===== src/rtl/door_pkg.sv =====
// Shared types and defaults for the timed door controller.
package door_pkg;

   localparam int ST_W              = 3;
   localparam int HOLD_CYCLES_DEF   = 16;
   localparam int MOTOR_TIMEOUT_DEF = 64;

   typedef enum logic [ST_W-1:0] {
      ST_CLOSED    = 3'd0,
      ST_OPENING   = 3'd1,
      ST_OPEN_HOLD = 3'd2,
      ST_CLOSING   = 3'd3,
      ST_STOP      = 3'd4,
      ST_FAULT     = 3'd5
   } door_state_t;

endpackage


===== src/rtl/door_ctrl_timed_if.sv =====
// Pin-side bundle of the door controller: enable, sensors, limits and
// motor/status outputs. master drives the sensors, slave is the controller.
interface door_ctrl_timed_if #(
   parameter int CNT_W = 8
);
   import door_pkg::*;

   logic             ena;
   logic             sen;
   logic             se;
   logic             la;
   logic             lc;
   logic             ma;
   logic             mc;
   logic [ST_W-1:0]  state;
   logic             fault;
   logic [CNT_W-1:0] rev_cnt;

   modport master (
      output ena, sen, se, la, lc,
      input  ma, mc, state, fault, rev_cnt
   );

   modport slave (
      input  ena, sen, se, la, lc,
      output ma, mc, state, fault, rev_cnt
   );

endinterface


===== src/rtl/door_timer.sv =====
// Loadable down-counter shared by the hold and motor-travel timeouts.
module door_timer #(
   parameter int CNT_W = 8
) (
   input  logic             clk,
   input  logic             rst,
   input  logic             load,
   input  logic [CNT_W-1:0] load_val,
   input  logic             dec,
   output logic             zero
);

   logic [CNT_W-1:0] cnt;

   // Load has priority over decrement; the count never wraps below zero.
   always_ff @(posedge clk) begin
      if (rst) begin
         cnt <= '0;
      end else if (load) begin
         cnt <= load_val;
      end else if (dec && (cnt != '0)) begin
         cnt <= cnt - 1'b1;
      end
   end

   assign zero = (cnt == '0);

endmodule


===== src/rtl/door_ctrl_timed.sv =====
// Timed single-door controller: hold-open auto-close, obstruction reversal,
// travel watchdog with latched fault, emergency stop, reversal counter.
// Optional macro DOOR_INPUT_SYNC_EN adds two-flop synchronisers on
// sen/se/la/lc (adds two cycles of input latency).
module door_ctrl_timed
   import door_pkg::*;
#(
   parameter int HOLD_CYCLES   = HOLD_CYCLES_DEF,
   parameter int MOTOR_TIMEOUT = MOTOR_TIMEOUT_DEF,
   parameter int CNT_W         = 8
) (
   input  logic             clk,
   input  logic             rst,
   door_ctrl_timed_if.slave bus
);

   localparam logic [CNT_W-1:0] HOLD_LOAD  = CNT_W'(HOLD_CYCLES - 1);
   localparam logic [CNT_W-1:0] MOTOR_LOAD = CNT_W'(MOTOR_TIMEOUT - 1);

   logic sen, se, la, lc;

`ifdef DOOR_INPUT_SYNC_EN
   logic [3:0] sync_q1, sync_q2;

   // Two-flop synchronisers for the asynchronous sensor and switch inputs.
   always_ff @(posedge clk) begin
      if (rst) begin
         sync_q1 <= '0;
         sync_q2 <= '0;
      end else begin
         sync_q1 <= {bus.sen, bus.se, bus.la, bus.lc};
         sync_q2 <= sync_q1;
      end
   end

   assign {sen, se, la, lc} = sync_q2;
`else
   assign sen = bus.sen;
   assign se  = bus.se;
   assign la  = bus.la;
   assign lc  = bus.lc;
`endif

   door_state_t      st, nxt;
   logic [CNT_W-1:0] rev_cnt;
   logic             t_load, t_dec, t_zero, rev_inc;
   logic [CNT_W-1:0] t_val;
   logic             illegal;

   assign illegal = (st > ST_FAULT);

   door_timer #(
      .CNT_W (CNT_W)
   ) u_timer (
      .clk      (clk),
      .rst      (rst),
      .load     (bus.ena & t_load),
      .load_val (t_val),
      .dec      (bus.ena & t_dec),
      .zero     (t_zero)
   );

   // Next-state and timer control; fault, limit conflict and e-stop take
   // priority over the per-state rules.
   always_comb begin
      nxt     = st;
      t_load  = 1'b0;
      t_val   = '0;
      t_dec   = 1'b0;
      rev_inc = 1'b0;
      if ((st == ST_FAULT) || illegal) begin
         nxt = ST_FAULT;
      end else if (la && lc) begin
         nxt = ST_FAULT;
      end else if (se) begin
         nxt = ST_STOP;
      end else begin
         case (st)
            ST_CLOSED: begin
               if (sen) begin
                  nxt    = ST_OPENING;
                  t_load = 1'b1;
                  t_val  = MOTOR_LOAD;
               end
            end
            ST_OPENING: begin
               if (la) begin
                  nxt    = ST_OPEN_HOLD;
                  t_load = 1'b1;
                  t_val  = HOLD_LOAD;
               end else if (t_zero) begin
                  nxt = ST_FAULT;
               end else begin
                  t_dec = 1'b1;
               end
            end
            ST_OPEN_HOLD: begin
               if (sen) begin
                  t_load = 1'b1;
                  t_val  = HOLD_LOAD;
               end else if (t_zero) begin
                  nxt    = ST_CLOSING;
                  t_load = 1'b1;
                  t_val  = MOTOR_LOAD;
               end else begin
                  t_dec = 1'b1;
               end
            end
            ST_CLOSING: begin
               if (sen) begin
                  nxt     = ST_OPENING;
                  t_load  = 1'b1;
                  t_val   = MOTOR_LOAD;
                  rev_inc = 1'b1;
               end else if (lc) begin
                  nxt = ST_CLOSED;
               end else if (t_zero) begin
                  nxt = ST_FAULT;
               end else begin
                  t_dec = 1'b1;
               end
            end
            ST_STOP: begin
               // se is already low here: resume toward the nearest safe end.
               if (la) begin
                  nxt    = ST_OPEN_HOLD;
                  t_load = 1'b1;
                  t_val  = HOLD_LOAD;
               end else if (lc) begin
                  nxt = ST_CLOSED;
               end else begin
                  nxt    = ST_OPENING;
                  t_load = 1'b1;
                  t_val  = MOTOR_LOAD;
               end
            end
            default: nxt = ST_FAULT;
         endcase
      end
   end

   // State register and saturating reversal counter; both hold while ena=0.
   always_ff @(posedge clk) begin
      if (rst) begin
         st      <= ST_CLOSED;
         rev_cnt <= '0;
      end else if (bus.ena) begin
         st <= nxt;
         if (rev_inc && (rev_cnt != '1)) begin
            rev_cnt <= rev_cnt + 1'b1;
         end
      end
   end

   assign bus.ma      = bus.ena & (st == ST_OPENING);
   assign bus.mc      = bus.ena & (st == ST_CLOSING);
   assign bus.fault   = (st == ST_FAULT);
   assign bus.state   = st;
   assign bus.rev_cnt = rev_cnt;

endmodule


===== src/flat_wrapper.sv =====
// flat-port wrapper written by rule: the top's interface ports become plain ports
module door_ctrl_timed_flat import door_pkg::*;
#(
   parameter int HOLD_CYCLES   = HOLD_CYCLES_DEF,
   parameter int MOTOR_TIMEOUT = MOTOR_TIMEOUT_DEF,
   parameter int CNT_W         = 8
)
  (clk, rst, bus_ena, bus_sen, bus_se, bus_la, bus_lc, bus_ma, bus_mc, bus_state, bus_fault, bus_rev_cnt);
  door_ctrl_timed_if #(.CNT_W(CNT_W)) bus_i ();
  input  logic clk;
  input  logic rst;
  input wire logic [$bits(bus_i.ena)-1:0] bus_ena;
  input wire logic [$bits(bus_i.sen)-1:0] bus_sen;
  input wire logic [$bits(bus_i.se)-1:0] bus_se;
  input wire logic [$bits(bus_i.la)-1:0] bus_la;
  input wire logic [$bits(bus_i.lc)-1:0] bus_lc;
  output wire logic [$bits(bus_i.ma)-1:0] bus_ma;
  output wire logic [$bits(bus_i.mc)-1:0] bus_mc;
  output wire logic [$bits(bus_i.state)-1:0] bus_state;
  output wire logic [$bits(bus_i.fault)-1:0] bus_fault;
  output wire logic [$bits(bus_i.rev_cnt)-1:0] bus_rev_cnt;
  assign bus_i.ena = bus_ena;
  assign bus_i.sen = bus_sen;
  assign bus_i.se = bus_se;
  assign bus_i.la = bus_la;
  assign bus_i.lc = bus_lc;
  assign bus_ma = bus_i.ma;
  assign bus_mc = bus_i.mc;
  assign bus_state = bus_i.state;
  assign bus_fault = bus_i.fault;
  assign bus_rev_cnt = bus_i.rev_cnt;
  door_ctrl_timed #(.HOLD_CYCLES(HOLD_CYCLES), .MOTOR_TIMEOUT(MOTOR_TIMEOUT), .CNT_W(CNT_W)) u_core (.clk(clk), .rst(rst), .bus(bus_i));
endmodule

===== config.mk =====
export PLATFORM = sky130hd
export DESIGN_NAME = door_ctrl_timed_flat
export DESIGN_NICKNAME = d
export VERILOG_FILES = /design/src/rtl/door_pkg.sv /design/src/rtl/door_ctrl_timed_if.sv /design/src/rtl/door_timer.sv /design/src/rtl/door_ctrl_timed.sv /design/src/flat_wrapper.sv
export SDC_FILE = /design/constraint.sdc
export NUM_CORES = 1
export LEC_CHECK = 0
export ABC_AREA = 0
export BUFFER_PORTS_ARGS = -buffer_cell sky130_fd_sc_hd__buf_4
export CAP_MARGIN = 5
export CELL_PAD_IN_SITES_DETAIL_PLACEMENT = 0
export CELL_PAD_IN_SITES_GLOBAL_PLACEMENT = 2
export CORE_ASPECT_RATIO = 0.6
export CORE_UTILIZATION = 34
export DETAILED_ROUTE_END_ITERATION = 6
export HOLD_SLACK_MARGIN = 0.12
export PLACE_DENSITY = 0.82
export REMOVE_ABC_BUFFERS = 1
export SETUP_SLACK_MARGIN = 0.15
export SLEW_MARGIN = 30
export SYNTH_ARGS = -nofsm -noshare
export SYNTH_HDL_FRONTEND = slang
export SYNTH_SLANG_ARGS = --single-unit

===== constraint.sdc =====
create_clock -name clk -period 4.9 [get_ports clk]
set_input_delay 0.49 -clock clk [delete_from_list [all_inputs] [get_ports clk]]
set_output_delay 0.49 -clock clk [all_outputs]
set_load 0.02 [all_outputs]

Word-level counts from Yosys, hierarchy flattened
Cells that the tools add are included.
- register bits: 19
- output and inout port bits: 14
- logic and storage cells: 78
- add/sub/neg operators: 2
- magnitude comparators: 1
- eq/ne operators: 9
- mux-type cells: 48
- bitwise gates (word level): 4
- reduce and logical (&&, ||, !) cells: 11
- operator list (operator ; count):
    2-to-1 mux 8 bit ; 7
    2-to-1 mux 3 bit ; 11
    case mux 8 bit (4 select lines) ; 1
    2-to-1 mux 1 bit ; 22
    2-to-1 mux 6 bit ; 3
    case mux 3 bit (5 select lines) ; 1
    != test 5 x 3 -> 1 bit (second input constant) ; 2
    adder 8 x 1 -> 8 bit (second input constant) ; 1
    logical NOT 8 bit ; 1
    != test 8 bit (second input constant) ; 1
    nonzero test 8 bit ; 1
    subtractor 8 x 1 -> 8 bit (second input constant) ; 1
    equality test 3 x 2 -> 1 bit (second input constant) ; 2
    equality test 3 bit (second input constant) ; 2
    != test 5 x 2 -> 1 bit (second input constant) ; 1
    AND 1 bit ; 4
    2-to-1 mux 4 bit ; 1
    case mux 1 bit (4 select lines) ; 1
    AND reduction 4 bit ; 1
    equality test 3 x 1 -> 1 bit (second input constant) ; 1
    greater-than comparator 3 bit (second input constant) ; 1
    logical AND 1 bit ; 3
    logical NOT 3 bit ; 1
    case mux 1 bit (3 select lines) ; 1
    4 further kinds ; 4

Logic depth before layout (Yosys ltp)
- depth after elaboration: 12
- gate-level depth with buffers: 8
- mapped depth without buffers: 7

Hierarchy
Synthesis repeated with hierarchy kept, for this count alone.
- cell total of the unflattened synthesis: 165
- area total of the unflattened synthesis: 1358.8 um2
- by module, submodules not included (module ; instances ; cells each ; area an instance (um2) ; seq. area each (um2)):
    door_ctrl_timed ; 1 ; 106 ; 843.3 ; 220.2
    door_timer ; 1 ; 59 ; 515.5 ; 160.2

Worst setup path before layout
No wires, ideal clock.
- path kind: flip-flop to flip-flop
- from: register u_core.u_timer.cnt[0]
- to: register u_core.u_timer.cnt[7]
- setup time: 0.116 ns
- arrival: 1.814 ns
- required time: 4.784 ns
- slack: 2.970 ns
- cell stages (with the launch flop): 9
- clock period less this slack: 1.930 ns
- path through: dfxtp_1 inv_1 ha_1 or4b_4 o31ai_1 a32oi_1 or2_0 clkbuf_1 and3_1
- longest elaborated chain between the ends: 11
- elaborated cells on any way between the ends: 24
- those cells by class: 1 x add/sub; 17 x mux; 2 x bitwise; 4 x reduce/logical
- RTL lines (element ; RTL line ; RTL):
    from (decl) ; door_timer.sv:13 ; logic [CNT_W-1:0] cnt;
    from (signal assigned) ; door_timer.sv:20 ; cnt <= load_val;
    from (signal assigned) ; door_timer.sv:22 ; cnt <= cnt - 1'b1;
    logical NOT 8 bit ; door_timer.sv:26 ; assign zero = (cnt == '0);
    2-to-1 mux 1 bit ; door_ctrl_timed.sv:91, door_ctrl_timed.sv:101, door_ctrl_timed.sv:117 ;
    2-to-1 mux 1 bit ; door_ctrl_timed.sv:115 ; end else if (lc) begin
    2-to-1 mux 1 bit ; door_ctrl_timed.sv:110 ; if (sen) begin
    case mux 1 bit (3 select lines) ; door_ctrl_timed.sv:78 ; case (st)
    2-to-1 mux 1 bit ; door_ctrl_timed.sv:75 ; end else if (se) begin
    2-to-1 mux 1 bit ; door_ctrl_timed.sv:73 ; end else if (la && lc) begin
    2-to-1 mux 1 bit ; door_ctrl_timed.sv:71 ; if ((st == ST_FAULT) || illegal) begin
    AND 1 bit ; door_ctrl_timed.sv:59 ; .dec (bus.ena & t_dec),
    logical AND 1 bit ; door_timer.sv:21 ; end else if (dec && (cnt != '0)) begin
    nonzero test 2 bit (no line) ; n/a ;
Parallel ways exist; a longest one is shown, timed or not. The select of a mux whose other input is x is not followed.
A chain may end at the register's enable or synchronous reset.

Final worst setup path
- from: register u_core.u_timer.cnt[0]
- to: register u_core.u_timer.cnt[4]
Same word-level chain as after synthesis.

==> flow_summary.ini <==
[outcome]
outcome = finished, final reports clean

[floorplan]
die_area_sq_um = 3930
die_height_microns = 49.0
core_area_sq_um = 3380
initial_core_util_pct = 36.9
rows = 16
num_io_pins = 21
die_w_microns = 80.3

[routing]
ant_nets = 0
vias_per_cell = 5.54
wirelength_microns = 3110
drt_iter0_markers = 127
wl_per_cell_microns = 14.3
vias = 1202
remaining_drc_errors = 0
drtPass1Iterations = 4

[cts]
clk_path_buf_depth = 2
ctsResizeCount = 0
clock_latency_ns = 0.25
cts_root_buffer = clkbuf_8
cts_hold_buf = 0
h-tree-depth = 1
numCtsBuffers = 3
clock-sinks = 19
cts_setup_buffers = 0
path_clk_slew_ns = 0.07
cts_tree = done

[place]
dp_hpwl_microns = 2280
globalplace.congestion = 0.765
post-place-ws_ns = 2.72
dpl.cell_count = 213
port-buffer-count = 20

[synthesis]
ys_seq_elements = 19
synth_flop_cell = dfxtp_1
synthArstFlopShare_pct = 0
syn-instance-count = 160
syn_avg_cell_area_sq_um = 7.81
syn_area_sq_um = 1250
ys_warn_count = 0
synth_edf_count = 0
ys_seq_area_share_pct = 30.4
synth_cell_types = 46

[global_route]
grt_pass1_vias = 1048
gr-total-overflow = 0
grt_pass1_wl_microns = 5150
grt_util_all_layers_pct = 17.1
grt_max_degree = 22
antenna_found_initial = 0

[timing]
fin_ws_ns = 2.71
finalHoldViolCount = 0
grt_setup_unrepaired = no
setup_viol = 0
worst_pin_slew_ns = 0.628
setup_tns_ns = 0
period_share_pct = 44.6
finalCriticalPeriod_ns = 2.19
finClkSkew_ns = 0.00214
slew_viol_final = 0
fmax_mhz = 457
max_slew_margin_pct = 58.1

[final_layout]
antenna_cells = 0
nNetsFinal = 182
syn2layout_area_growth_pct = 15.9
drive_gt1_share_pct = 16.3
instances_no_fill = 217

[worst_setup_path]
arrival_ns = 2.31
setup.worst_path.end_class = register
r2r_slack_ns = 2.71
criticalPathCategory = reg -> reg
setup.worst_path.start_class = register
cp.required_ns = 5.02
cp_max_fo = 5

[run]
cap_violations = 0

[hold_path]
hp-class = in -> reg

[pwr]
max-vdd-ir-drop_v = 0.0000927
powerDensity_nw_per_um2 = 248
leakagePower_nw = 0.532
-- worst max-delay path: stages (launching register included) --
cell and delay [ns]:
dfxtp_1 0.34, inv_1 0.06, ha_1 0.20, or4b_4 0.52, o31ai_1 0.22, a32oi_1 0.09, o41ai_1 0.55, a21oi_1 0.08
-- sequential cells by signal (all words and copies together), names as in the netlist --
name	flops
u_core.bus.rev_cnt	8
u_core.u_timer.cnt	8
u_core.bus.state	3
-- layout make-up --
class	count	area (sq um)
Fill cell	321	1930
Clock buffer	4	45.0
Inverter	5	18.8
Multi-Input combinational cell	124	798
Timing Repair Buffer	20	150
Sequential cell	19	380
Tap cell	45	56.3
-- placed cells by master (no fill, tap or decap), drive strengths merged, types with 3 or more instances in the layout --
master and instances:
a21oi 12, and3 3, buf 20, clkbuf 4
dfxtp 19, inv 5, nand2 8, nand2b 6
nand3 6, nor2 19, nor2b 3, nor3 7
nor4 7, nor4b 3, o21ai 4, xnor2 12
-- power by group --
| part | internal (W) | switching (W) |
|---|---|---|
| Sequential | 0.000160 | 0.0000119 |
| Clock | 0.0000578 | 0.0000524 |
| Combinational | 0.0000326 | 0.0000442 |
-- worst paths after layout --
kind	startpoint	endpoint	depth (start not counted)
worst min-delay path	rst	u_core.bus.state[1]	2
worst max register to register	u_core.u_timer.cnt[0]	u_core.u_timer.cnt[4]	7
worst min register to register	u_core.bus.rev_cnt[7]	u_core.bus.rev_cnt[7]	2
worst max-delay path	u_core.u_timer.cnt[0]	u_core.u_timer.cnt[4]	7
-- stage by stage --
stage / hold WS, ns / util (%) / total power, W / instance area, sq um
after floorplan: 0.525 / - / 0.000225 / 1200
after global placement: 0.503 / 41.5 / 0.000249 / 1400
after detailed placement: 0.530 / 41.5 / 0.000251 / 1400
after CTS: 0.536 / 42.8 / 0.000362 / 1450
after global routing: 0.542 / 42.8 / 0.000380 / 1450
final: 0.542 / 42.8 / 0.000359 / 1450
-- cell families after synthesis --
logic type,count (synthesis),synth area share (%)
and+or+nand+nor,75,33.9
AOI/OAI and AO/OA,32,17.2
DFF,19,30.4
buffers and inverters,17,5.71
xor gates and xnor gates,14,9.81
adders and majority gates,2,2.00
muxes,1,0.901
-- synth_stat cells (all sizes together), types with 2 or more instances --
cell type / count / area [sq um]
nor4b: 3 / 26.3
xnor2: 12 / 105
nand3: 6 / 30.0
buf: 7 / 33.8
nor3: 7 / 40.0
a21boi: 2 / 18.8
nor2b: 3 / 18.8
nand2: 8 / 30.0
a21oi: 12 / 60.1
o31ai: 2 / 15.0
nand4: 2 / 12.5
dfxtp: 19 / 380
o21ai: 4 / 20.0
clkbuf: 5 / 18.8
nor3b: 2 / 15.0
or3: 2 / 12.5
ha: 2 / 25.0
nor4: 7 / 50.1
o22ai: 2 / 18.8
and3: 3 / 18.8
inv: 5 / 18.8
nor2: 19 / 71.3
xor2: 2 / 17.5
nand2b: 6 / 37.5
nand3b: 2 / 15.0
-- routing by layer --
layer	share of wire, %	GRT usage, %
met2	39	22.6
met5	0	0
met1	56	27.2
met4	0.19	2.68
met3	4.4	4.49
Note: power is estimated with default switching activity, not from simulation.
